## config.mk

```make
export PLATFORM = sky130hd
export DESIGN_NAME = rst_ce_sequencer_flat
export DESIGN_NICKNAME = d
export VERILOG_FILES = /design/src/rtl/rst_ce_pkg.sv /design/src/rtl/rst_ce_sequencer_if.sv /design/src/rtl/cyc_down_counter.sv /design/src/rtl/rst_ce_sequencer.sv /design/src/flat_wrapper.sv
export SDC_FILE = /design/constraint.sdc
export NUM_CORES = 1
export LEC_CHECK = 0
export BUFFER_PORTS_ARGS = -buffer_cell sky130_fd_sc_hd__buf_2
export CELL_PAD_IN_SITES_DETAIL_PLACEMENT = 0
export CELL_PAD_IN_SITES_GLOBAL_PLACEMENT = 1
export CORE_MARGIN = 4
export CORE_UTILIZATION = 39
export DETAILED_ROUTE_END_ITERATION = 6
export PLACE_DENSITY_LB_ADDON = 0.1
export SYNTH_ARGS = -nofsm -noshare
export SYNTH_HDL_FRONTEND = slang
export SYNTH_SLANG_ARGS = --single-unit
```

## constraint.sdc

```tcl
create_clock -name clk -period 2 [get_ports clk]
set_input_delay 0.1 -clock clk [delete_from_list [all_inputs] [get_ports clk]]
set_output_delay 0.1 -clock clk [all_outputs]
set_load 0.02 [all_outputs]
```

## src/rtl/rst_ce_pkg.sv

```systemverilog
// Shared types for the reset/clock-enable sequencer: state encoding, output bundle, counter sizing.
// Pure declarations; no latency or flow control of its own.
package rst_ce_pkg;

    typedef enum logic [2:0] {
        S_HOLD    = 3'd0,
        S_ARMED   = 3'd1,
        S_RELEASE = 3'd2,
        S_RUN     = 3'd3,
        S_PAUSE   = 3'd4
    } state_e;

    typedef struct packed {
        logic rst;
        logic ce;
        logic ack;
    } out_t;

    localparam out_t OUT_RESET = '{rst: 1'b1, ce: 1'b0, ack: 1'b0};

    function automatic int max3(int a, int b, int c);
        int m;
        m = a;
        if (b > m) m = b;
        if (c > m) m = c;
        return m;
    endfunction

    function automatic int cnt_width(int hold_cyc, int overlap_cyc, int timeout_cyc);
        return $clog2(max3(hold_cyc, overlap_cyc, timeout_cyc) + 1);
    endfunction

    // Moore decode of rst/ce; ack depends on the transition and is filled in by the caller.
    function automatic out_t decode(state_e s);
        out_t o;
        o = OUT_RESET;
        case (s)
            S_RELEASE: o.ce = 1'b1;
            S_RUN: begin
                o.rst = 1'b0;
                o.ce  = 1'b1;
            end
            S_PAUSE:   o.rst = 1'b0;
            default:   o = OUT_RESET;
        endcase
        return o;
    endfunction

endpackage

```

## src/rtl/rst_ce_sequencer_if.sv

```systemverilog
// Request/status bundle between a controlling agent and the reset/clock-enable sequencer.
// Level and pulse signals only; no handshake backpressure.
interface rst_ce_sequencer_if;
    logic       en_req;
    logic       pause_req;
    logic       soft_rst_req;
    logic       rst_o;
    logic       ce_o;
    logic       en_ack;
    logic       timeout_o;
    logic [2:0] state_o;

    modport master (
        output en_req, pause_req, soft_rst_req,
        input  rst_o, ce_o, en_ack, timeout_o, state_o
    );

    modport slave (
        input  en_req, pause_req, soft_rst_req,
        output rst_o, ce_o, en_ack, timeout_o, state_o
    );
endinterface

```

## src/rtl/cyc_down_counter.sv

```systemverilog
// Loadable down-counter that saturates at zero; zero flag is combinational from the count.
// Load takes effect on the next edge and wins over decrement; never stalls.
module cyc_down_counter #(
    parameter int W       = 4,
    parameter int RST_VAL = 0
) (
    input  logic         clk,
    input  logic         rst,
    input  logic         load_i,
    input  logic [W-1:0] load_val_i,
    input  logic         en_i,
    output logic         zero_o
);
    logic [W-1:0] cnt_q;
    logic [W-1:0] cnt_d;

    always_comb begin
        cnt_d = cnt_q;
        if (load_i) begin
            cnt_d = load_val_i;
        end else if (en_i && (cnt_q != '0)) begin
            cnt_d = cnt_q - 1'b1;
        end
    end

    always_ff @(posedge clk) begin
        if (rst) begin
            cnt_q <= W'(RST_VAL);
        end else begin
            cnt_q <= cnt_d;
        end
    end

    assign zero_o = (cnt_q == '0);
endmodule

```

## src/rtl/rst_ce_sequencer.sv

```systemverilog
// Sequences downstream reset release and clock-enable so rst_o is only dropped while ce_o overlaps it.
// Outputs registered from next state (one-edge latency); requests are levels/pulses with no backpressure.
module rst_ce_sequencer
    import rst_ce_pkg::*;
#(
    parameter int HOLD_CYC    = 3,
    parameter int OVERLAP_CYC = 1,
    parameter int TIMEOUT_CYC = 16
) (
    input  logic             clk,
    input  logic             rst,
    rst_ce_sequencer_if.slave bus
);
    localparam int CNT_W = cnt_width(HOLD_CYC, OVERLAP_CYC, TIMEOUT_CYC);
    localparam logic [CNT_W-1:0] HOLD_LD = CNT_W'(HOLD_CYC - 1);
    localparam logic [CNT_W-1:0] OVL_LD  = CNT_W'(OVERLAP_CYC - 1);
    localparam logic [CNT_W-1:0] TMO_LD  = CNT_W'(TIMEOUT_CYC - 1);

    state_e           state_q, state_d;
    out_t             out_q, out_d;
    logic             tmo_q, tmo_d;
    logic             cnt_load;
    logic [CNT_W-1:0] cnt_val;
    logic             cnt_en;
    logic             cnt_zero;

    // One counter serves hold, overlap and timeout: every phase change reloads it.
    cyc_down_counter #(
        .W       (CNT_W),
        .RST_VAL (HOLD_CYC - 1)
    ) u_cnt (
        .clk        (clk),
        .rst        (rst),
        .load_i     (cnt_load),
        .load_val_i (cnt_val),
        .en_i       (cnt_en),
        .zero_o     (cnt_zero)
    );

    always_comb begin
        state_d  = state_q;
        tmo_d    = tmo_q;
        cnt_load = 1'b0;
        cnt_val  = '0;
        cnt_en   = 1'b0;

        case (state_q)
            S_HOLD: begin
                if (cnt_zero) begin
                    state_d  = S_ARMED;
                    cnt_load = 1'b1;
                    cnt_val  = TMO_LD;
                end else begin
                    cnt_en = 1'b1;
                end
            end
            S_ARMED: begin
                if (bus.en_req) begin
                    state_d  = S_RELEASE;
                    cnt_load = 1'b1;
                    cnt_val  = OVL_LD;
                end else if (cnt_zero) begin
                    tmo_d = 1'b1;
                end else begin
                    cnt_en = 1'b1;
                end
            end
            S_RELEASE: begin
                if (cnt_zero) begin
                    state_d = S_RUN;
                end else begin
                    cnt_en = 1'b1;
                end
            end
            S_RUN: begin
                if (bus.pause_req) state_d = S_PAUSE;
            end
            S_PAUSE: begin
                if (!bus.pause_req) state_d = S_RUN;
            end
            default: begin
                state_d  = S_HOLD;
                cnt_load = 1'b1;
                cnt_val  = HOLD_LD;
                tmo_d    = 1'b0;
            end
        endcase

        // Soft reset outranks every request except the hard reset handled in the register.
        if (bus.soft_rst_req && (state_q != S_HOLD)) begin
            state_d  = S_HOLD;
            cnt_load = 1'b1;
            cnt_val  = HOLD_LD;
            cnt_en   = 1'b0;
            tmo_d    = 1'b0;
        end

        out_d     = decode(state_d);
        out_d.ack = (state_q == S_RELEASE) && (state_d == S_RUN);
    end

    always_ff @(posedge clk) begin
        if (rst) begin
            state_q <= S_HOLD;
            out_q   <= OUT_RESET;
            tmo_q   <= 1'b0;
        end else begin
            state_q <= state_d;
            out_q   <= out_d;
            tmo_q   <= tmo_d;
        end
    end

    assign bus.rst_o     = out_q.rst;
    assign bus.ce_o      = out_q.ce;
    assign bus.en_ack    = out_q.ack;
    assign bus.timeout_o = tmo_q;
    assign bus.state_o   = state_q;
endmodule

```

## src/flat_wrapper.sv

```systemverilog
// flat-port wrapper written by rule: the top's interface ports become plain ports
module rst_ce_sequencer_flat import rst_ce_pkg::*;
#(
    parameter int HOLD_CYC    = 3,
    parameter int OVERLAP_CYC = 1,
    parameter int TIMEOUT_CYC = 16
)
  (clk, rst, bus_en_req, bus_pause_req, bus_soft_rst_req, bus_rst_o, bus_ce_o, bus_en_ack, bus_timeout_o, bus_state_o);
  rst_ce_sequencer_if bus_i ();
  input  logic clk;
  input  logic rst;
  input wire logic [$bits(bus_i.en_req)-1:0] bus_en_req;
  input wire logic [$bits(bus_i.pause_req)-1:0] bus_pause_req;
  input wire logic [$bits(bus_i.soft_rst_req)-1:0] bus_soft_rst_req;
  output wire logic [$bits(bus_i.rst_o)-1:0] bus_rst_o;
  output wire logic [$bits(bus_i.ce_o)-1:0] bus_ce_o;
  output wire logic [$bits(bus_i.en_ack)-1:0] bus_en_ack;
  output wire logic [$bits(bus_i.timeout_o)-1:0] bus_timeout_o;
  output wire logic [$bits(bus_i.state_o)-1:0] bus_state_o;
  assign bus_i.en_req = bus_en_req;
  assign bus_i.pause_req = bus_pause_req;
  assign bus_i.soft_rst_req = bus_soft_rst_req;
  assign bus_rst_o = bus_i.rst_o;
  assign bus_ce_o = bus_i.ce_o;
  assign bus_en_ack = bus_i.en_ack;
  assign bus_timeout_o = bus_i.timeout_o;
  assign bus_state_o = bus_i.state_o;
  rst_ce_sequencer #(.HOLD_CYC(HOLD_CYC), .OVERLAP_CYC(OVERLAP_CYC), .TIMEOUT_CYC(TIMEOUT_CYC)) u_core (.clk(clk), .rst(rst), .bus(bus_i));
endmodule
```

## After elaboration in Yosys (flattened, before gate mapping)

Cells that the tools add are included.

| word-level totals | value |
|---|---|
| logic and storage cells | 58 |
| bits in latches | 0 |
| bits of input ports | 5 |
| ROM bits | 0 |
| flip-flop bits (word level) | 12 |
| memories kept | 0 |
| output and inout bits | 7 |
| RAM bits | 0 |

| cells by class | value |
|---|---|
| reductions and logical operators | 16 |
| div/mod/pow operators | 0 |
| bitwise logic cells | 1 |
| multiply operators | 0 |
| shift-type cells | 0 |
| muxes and demuxes | 25 |
| equal/unequal tests | 9 |
| $add $sub $neg | 1 |
| order comparisons | 0 |

Operators with widths:

| cell | number |
|---|---|
| 2-to-1 mux 3 bit | 6 |
| 2-to-1 mux 5 bit | 3 |
| case mux 3 bit (5 select lines) | 1 |
| equality test 3 x 2 -> 1 bit, second input constant | 4 |
| 2-to-1 mux 1 bit | 10 |
| case mux 5 bit (2 select lines) | 1 |
| OR reduction 2 bit | 4 |
| OR reduction 4 bit | 2 |
| equality test 3 bit, second input constant | 2 |
| logical NOT 5 bit | 1 |
| nonzero test 5 bit | 1 |
| subtractor 5 x 1 -> 5 bit, second input constant | 1 |
| 2-to-1 mux 4 bit | 1 |
| case mux 1 bit (2 select lines) | 2 |
| equality test 3 x 1 -> 1 bit, second input constant | 1 |
| logical AND 1 bit | 3 |
| logical NOT 3 bit | 1 |
| case mux 1 bit (3 select lines) | 1 |
| AND reduction 3 bit | 1 |
| nonzero test 3 bit | 1 |
| OR reduction 3 bit | 1 |
| != test 2 x 1 -> 1 bit, second input constant | 1 |
| != test 2 bit, second input constant | 1 |
| nonzero test 2 bit | 1 |
| NOT 1 bit | 1 |

## Logic depth before layout (Yosys ltp)

Gate-level depths: netlist of the first run.

| depth | value |
|---|---|
| word-level depth | 8 |
| mapped depth | 7 |
| depth with buffers taken out | 7 |

## Modules after synthesis

From an unflattened synthesis of the first run, not the netlist that was laid out.

| second synthesis, totals | value |
|---|---|
| cells, all modules | 90 |
| area total of the unflattened synthesis | 785.8 µm² |

By module, submodules not included:

| module | instances | area each (µm²) | cells each |
|---|---|---|---|
| rst_ce_sequencer | 1 | 498.0 | 55 |
| cyc_down_counter | 1 | 287.8 | 35 |

## Worst setup path after synthesis of the first run

Ideal clock, no wire load.

| path | value |
|---|---|
| path kind | reg2reg |
| start | reg u_core.u_cnt.cnt_q[0] |
| end | reg u_core.u_cnt.cnt_q[2] |
| path buffers | 0 |
| required time | 1921 ps |
| setup time | 79 ps |
| path slack | 187 ps |
| clock period less this slack | 1813 ps |
| arrival time | 1734 ps |
| cell stages (with the launch flop) | 8 |
| cell sequence | dfxtp_1 > inv_1 > ha_1 > or4b_4 > or3_1 > nand3_2 > o21ai_2 > a211oi_2 |

| between the ends | value |
|---|---|
| longest elaborated chain between the ends | 7 |
| elaborated cells between the ends (all ways) | 17 |
| those cells by class | add/sub (1); mux (12); reduce/logical (4) |

RTL lines:

| what | line | RTL |
|---|---|---|
| start: declaration | cyc_down_counter.sv:14 | `logic [W-1:0] cnt_q;` |
| start signal: assignment | cyc_down_counter.sv:28 | `cnt_q <= W'(RST_VAL);` |
| start signal: assignment | cyc_down_counter.sv:30 | `cnt_q <= cnt_d;` |
| logical NOT 5 bit | cyc_down_counter.sv:34 | `assign zero_o = (cnt_q == '0);` |
| 2-to-1 mux 1 bit | rst_ce_sequencer.sv:49, rst_ce_sequencer.sv:62, rst_ce_sequencer.sv:69 |  |
| 2-to-1 mux 1 bit | rst_ce_sequencer.sv:58 | `if (bus.en_req) begin` |
| case mux 1 bit (2 select lines) | rst_ce_sequencer.sv:47 | `case (state_q)` |
| 2-to-1 mux 1 bit | rst_ce_sequencer.sv:90 | `if (bus.soft_rst_req && (state_q != S_HOLD)) begin` |
| logical AND 1 bit | cyc_down_counter.sv:21 | `end else if (en_i && (cnt_q != '0)) begin` |
| nonzero test 2 bit (no source line) | -- |  |

Parallel ways exist; a longest one is shown, timed or not. The select of a mux whose other input is x is not followed.
A chain may end at the register's enable or synchronous reset.

## Worst setup path after layout of the first run

Same ends and word-level chain as after synthesis.

==> out/metrics.cfg, run 1 <==
[pwr]
ir_worst_vdd_mv=0.532
p_leak_nw=0.360
powerDensity_nw_per_um2=1330

[critical_path]
slowest_delay_ns=0.50
end_kind=flip-flop
crit_slowest_cell=or4b_4
required_ns=2.20
cp_cell_sequence=inv_1, ha_1, or4b_4, or3_1, nand3_2, o21ai_2, a211oi_2
path_class=flip-flop to flip-flop
worstPathArrival_ns=2.11
cp-start-kind=flip-flop
crit_fanout=6

[cells_and_area]
final_nets=106
regArea_um2=240
nFillCells=194
drive_gt1_share_pct=24.5
syn_to_final_growth_pct=17.1
multi_input_area_um2=420
diodes=0

[die]
num_rows=15
initial_core_util_pct=41.2
die_area_um2=2570
die_w_um=50.7
die_y_um=50.7
ios=12
coreArea_um2=1730

[sta]
max_slew_margin_pct=77.3
fmaxAchievable_mhz=524
finalClockSkew_ns=0.00494
hold_viol_final=0
period_minus_slack_ns=1.91
slew_violations=0
timing.final.crit_share_pct=95.4
finalSetupTns_ns=0
whs_ns=0.0777
worst_pin_slew_ns=0.340
rsz0062_at_grt=no
setup-violations-final=0

[detailed_routing]
initialDrtViolationCount=17
vias_per_cell=5.14
drtAntennaViolNets=0
num_vias=632
wl_per_cell_um=12.2
wirelength_um=1500
firstDrtPassIters=4
drc=0

[synth]
synth_top_area_share_pct=33.8
yosys.area.top_type=dfxtp_1
synthDistinctLibCells=37
avgSynthCellArea_um2=8.36
synth-seq-cells=12
yosys-top-cells-count=dfxtp_1, inv_1, nor2_1
syn_area_um2=711
syn_inst=85
synthesis.nets=92
async_flop_share_pct=0
synthTopCellsByArea=dfxtp_1, a21oi_1, a2111oi_2
synth_flop_cell=dfxtp_1
yosysMostFrequentCell=dfxtp_1
synth-edff-count=0
yosysSeqAreaShare_pct=33.8
yosysWarningCount=0

[global_routing]
grt_pass1_wl_um=2700
grt-ovfl-total=0
grt_pass1_vias=608
antenna_found_initial=0
grt_max_degree=15
grt.total_usage_pct=14.2

[flow_run]
max_cap_violations=0

[clock_tree]
root_buffer=clkbuf_4
ctsLongestPathBuffers=2
clkLatencyLatePin_ns=0.28
cts_tree=done
ctsResizeCount=0
path_clk_slew_ns=0.08
h-tree-depth=1
cts_sinks=12
cts_buffers=3

[place]
dp_hpwl_um=1140
gp_congestion=0.804
portBuffers=11

[status]
status=finished, final reports clean

[worst_hold_path]
min_path_type=input pin to flip-flop

[cells in the final DEF (no fill, tap or decap), types with 2 or more instances in the layout]
cell and n:
o21ai_1 2, o22ai_1 3, nor3_1 5, or2_1 2, clkbuf_4 3, o21a_1 2
inv_1 8, nand2b_1 3, ha_1 2, a21o_1 2, a2111oi_2 2, nand2_1 3
buf_4 2, nor2_1 7, o21bai_1 2, buf_2 11, dfxtp_1 12, a21oi_1 6
[path summary, 6_finish.rpt]
path / start / endpoint / slack, ns / cells past startpoint
worst min-delay path: bus_pause_req / u_core.bus.state_o[2] / 0.08 / 3
worst min register to register: u_core.u_cnt.cnt_q[0] / u_core.u_cnt.cnt_q[0] / 0.51 / 2
worst max-delay path: u_core.u_cnt.cnt_q[0] / u_core.u_cnt.cnt_q[2] / 0.09 / 7
worst max register to register: u_core.u_cnt.cnt_q[0] / u_core.u_cnt.cnt_q[2] / 0.09 / 7
[through the flow]
step           utilization (%)  cell area, µm²  total power, mW  std cells  worst slack (ns)
2_1_floorplan                -             711            0.795         85             0.187
3_3_place_gp              46.1             796            0.919        119             0.131
3_5_place_dp              46.1             796            0.914        119             0.109
4_1_cts                   48.2             832             1.11        123            0.0874
5_1_grt                   48.2             832             1.21        123           0.00461
6_report                  48.2             832             1.10        123            0.0921
[final cells by class]
class / instances / area share (%)
multi-input cells: 60 / 50.5
flip-flops and latches: 12 / 28.9
repair buffers: 13 / 8.42
clock buffers: 4 / 4.36
inverters: 9 / 4.06
well taps: 25 / 3.76
[worst max-delay path, delay by kind of cell (launching register included)]
family	cells	cell delay, ns
simple gates	3	1.01
flops	1	0.32
compound gates	2	0.28
fa+ha+maj	1	0.14
buf+inv	1	0.09
[timing repair]
action,CTS,global route
hold buffers,0,0
setup endpoints to repair,0,1
setup buffers,0,0
[cells by family after synthesis]
logic type	Yosys count	share of synthesized area [%]
AOI/OAI and AO/OA	24	25.4
xor gates and xnor gates	2	2.47
adders and majority gates	3	4.93
buffers and inverters	13	7.04
DFF	12	33.8
muxes	1	1.58
and+or+nand+nor	30	24.8
[routing by layer]
metal / track usage [%] / vias up / part of all wire (%)
met4: 8.07 / 0 / 2.4
met1: 15.9 / 289 / 45
met3: 3.86 / 4 / 3.3
met5: 0 / - / 0
met2: 23.9 / 9 / 49
li1: - / 330 / -
[report_power, final]
part	switching (mW)	internal, mW	total (mW)	leakage [nW]
clock	0.0876	0.111	0.198	0.0210
sequential	0.0604	0.302	0.362	0.0981
combinational	0.306	0.236	0.542	0.241
total	0.454	0.649	1.10	0.360
[flip-flops by register name, summed over array words and instances (netlist names)]
register              cells
u_core.bus.rst_o          1
u_core.bus.en_ack         1
u_core.bus.ce_o           1
u_core.bus.state_o        3
u_core.bus.timeout_o      1
u_core.u_cnt.cnt_q        5
Note: power is estimated with default switching activity, not from simulation.
==> run 2, diff against run 1 <==
--- a/config.mk
+++ b/config.mk
@@ -8,6 +8,7 @@
 export BUFFER_PORTS_ARGS = -buffer_cell sky130_fd_sc_hd__buf_2
 export CELL_PAD_IN_SITES_DETAIL_PLACEMENT = 0
 export CELL_PAD_IN_SITES_GLOBAL_PLACEMENT = 1
+export CORE_ASPECT_RATIO = 1.4
 export CORE_MARGIN = 4
 export CORE_UTILIZATION = 39
 export DETAILED_ROUTE_END_ITERATION = 6
==> out/metrics.cfg, run 2 (synthesis results as in run 1) <==
[detailed_routing]
num_vias=659
vias_per_cell=5.49
wl_per_cell_um=14.0
initialDrtViolationCount=17
firstDrtPassIters=2
drtAntennaViolNets=0
wirelength_um=1680
drc=0

[critical_path]
reg2regPathDepth=7
cp-start-kind=flip-flop
reg2reg_setup_slack_ns=0.10
worstReg2RegStart=u_core.u_cnt.cnt_q[1]
worstPathArrival_ns=2.11
path_class=flip-flop to flip-flop
cp_top_family=simple AND/OR/NAND/NOR gates
required_ns=2.21
cp_cell_sequence=inv_1, ha_1, or4b_4, or3_4, nand3_4, o21ai_2, a211oi_2
crit_slowest_cell=or4b_4
crit_fanout=6
critPathBufInv=1
r2r_end=u_core.u_cnt.cnt_q[2]
end_kind=flip-flop
slowest_delay_ns=0.50

[sta]
max_slew_margin_pct=76.5
timing.final.crit_share_pct=95.0
period_minus_slack_ns=1.90
setup-violations-final=0
finalSetupTns_ns=0
hold_viol_final=0
finalClockSkew_ns=0.00160
rsz0062_at_grt=no
slew_violations=0
worst_pin_slew_ns=0.352
fmaxAchievable_mhz=527

[cells_and_area]
largest_register_ffs=5
syn_to_final_growth_pct=20.4
regArea_um2=243
diodes=0
final_common_cell=buf_2
final_cell_mix=buf_2, dfxtp_1, inv_1, nor2_1, a21oi_1
top_register=u_core.u_cnt.cnt_q
final_nets=108
design_area_um2=856
nFillCells=186
multi_input_area_um2=433
drive_gt1_share_pct=30.0

[clock_tree]
ctsResizeCount=0
path_clk_slew_ns=0.08
clkLatencyLatePin_ns=0.28
cts_buffers=3
h-tree-depth=1
root_buffer=clkbuf_4
postCtsHoldBufs=0
post_cts_buffers=0
cts_sinks=12
ctsLongestPathBuffers=2
cts_tree=done

[place]
dp_hpwl_um=1320
portBuffers=11
gp_congestion=0.814
placed_cell_area_um2=805

[flow_run]
max_cap_violations=0

[die]
die_area_um2=2580
num_rows=18
die_y_um=58.5
initial_core_util_pct=40.5
coreArea_um2=1760
ios=12
die_w_um=44.1

[global_routing]
grt-ovfl-total=0
grt.total_usage_pct=15.0
grt_pass1_vias=632
grt_pass1_wl_um=2820
antenna_found_initial=0
grt_max_degree=12

[pwr]
power_mw=1.15
powerDensity_nw_per_um2=1350
ir_worst_vdd_mv=0.608
p_leak_nw=0.372

[worst_hold_path]
hold_start=bus_pause_req
min_to=u_core.bus.state_o[2]
hold_path_depth=3
min_path_type=input pin to flip-flop

[status]
status=finished, final reports clean

## run 2: how the worst max path moves through the flow
stage	from	to	slack (ns)	cells after the start
final	u_core.u_cnt.cnt_q[1]	u_core.u_cnt.cnt_q[2]	0.10	7
after global routing	u_core.u_cnt.cnt_q[1]	u_core.u_cnt.cnt_q[2]	0.009	7
after CTS	u_core.u_cnt.cnt_q[0]	u_core.u_cnt.cnt_q[2]	0.03	7
after detailed placement	u_core.u_cnt.cnt_q[0]	u_core.u_cnt.cnt_q[2]	0.06	7
after global placement	u_core.u_cnt.cnt_q[0]	u_core.u_cnt.cnt_q[2]	0.10	7
after floorplan	u_core.u_cnt.cnt_q[0]	u_core.u_cnt.cnt_q[2]	0.19	7
## run 2: layer usage
metal  vias up  part of all wire [%]  track usage (%)  routed length, µm
met5         -                     0                0                  0
met4         0                   3.3             7.76                 55
met3         6                   3.1             3.36                 52
met2        10                    56             28.1                933
met1       314                    38             14.7                641
li1        329                     -                -                  -
## run 2: tightest hold or removal path: cells and delay by family
family,cells,cell delay (ns)
AOI/OAI and AO/OA,1,0.04
buffers and inverters,2,0.17
## run 2: where the power goes
part,total (mW),switching [mW],internal [mW]
Clock,0.198,0.0872,0.111
Combinational,0.585,0.325,0.260
Sequential,0.369,0.0632,0.306
Total,1.15,0.475,0.677
## run 2: through the flow
stage	hold slack [ns]	worst slack (ns)	std cells	util, %
6_report	0.0690	0.101	120	48.7
5_1_grt	0.0835	0.00949	120	48.7
4_1_cts	0.0667	0.0272	120	47.9
3_5_place_dp	0.367	0.0576	116	45.8
3_3_place_gp	0.367	0.104	116	45.8
2_1_floorplan	0.236	0.187	85	-
## run 2: area by class of cell
type | instances | area share, %
tap | 20 | 2.92
inverter | 9 | 3.95
multi-input combinational | 60 | 50.6
clock buffer | 4 | 4.24
timing repair buffer | 15 | 9.94
sequential | 12 | 28.4
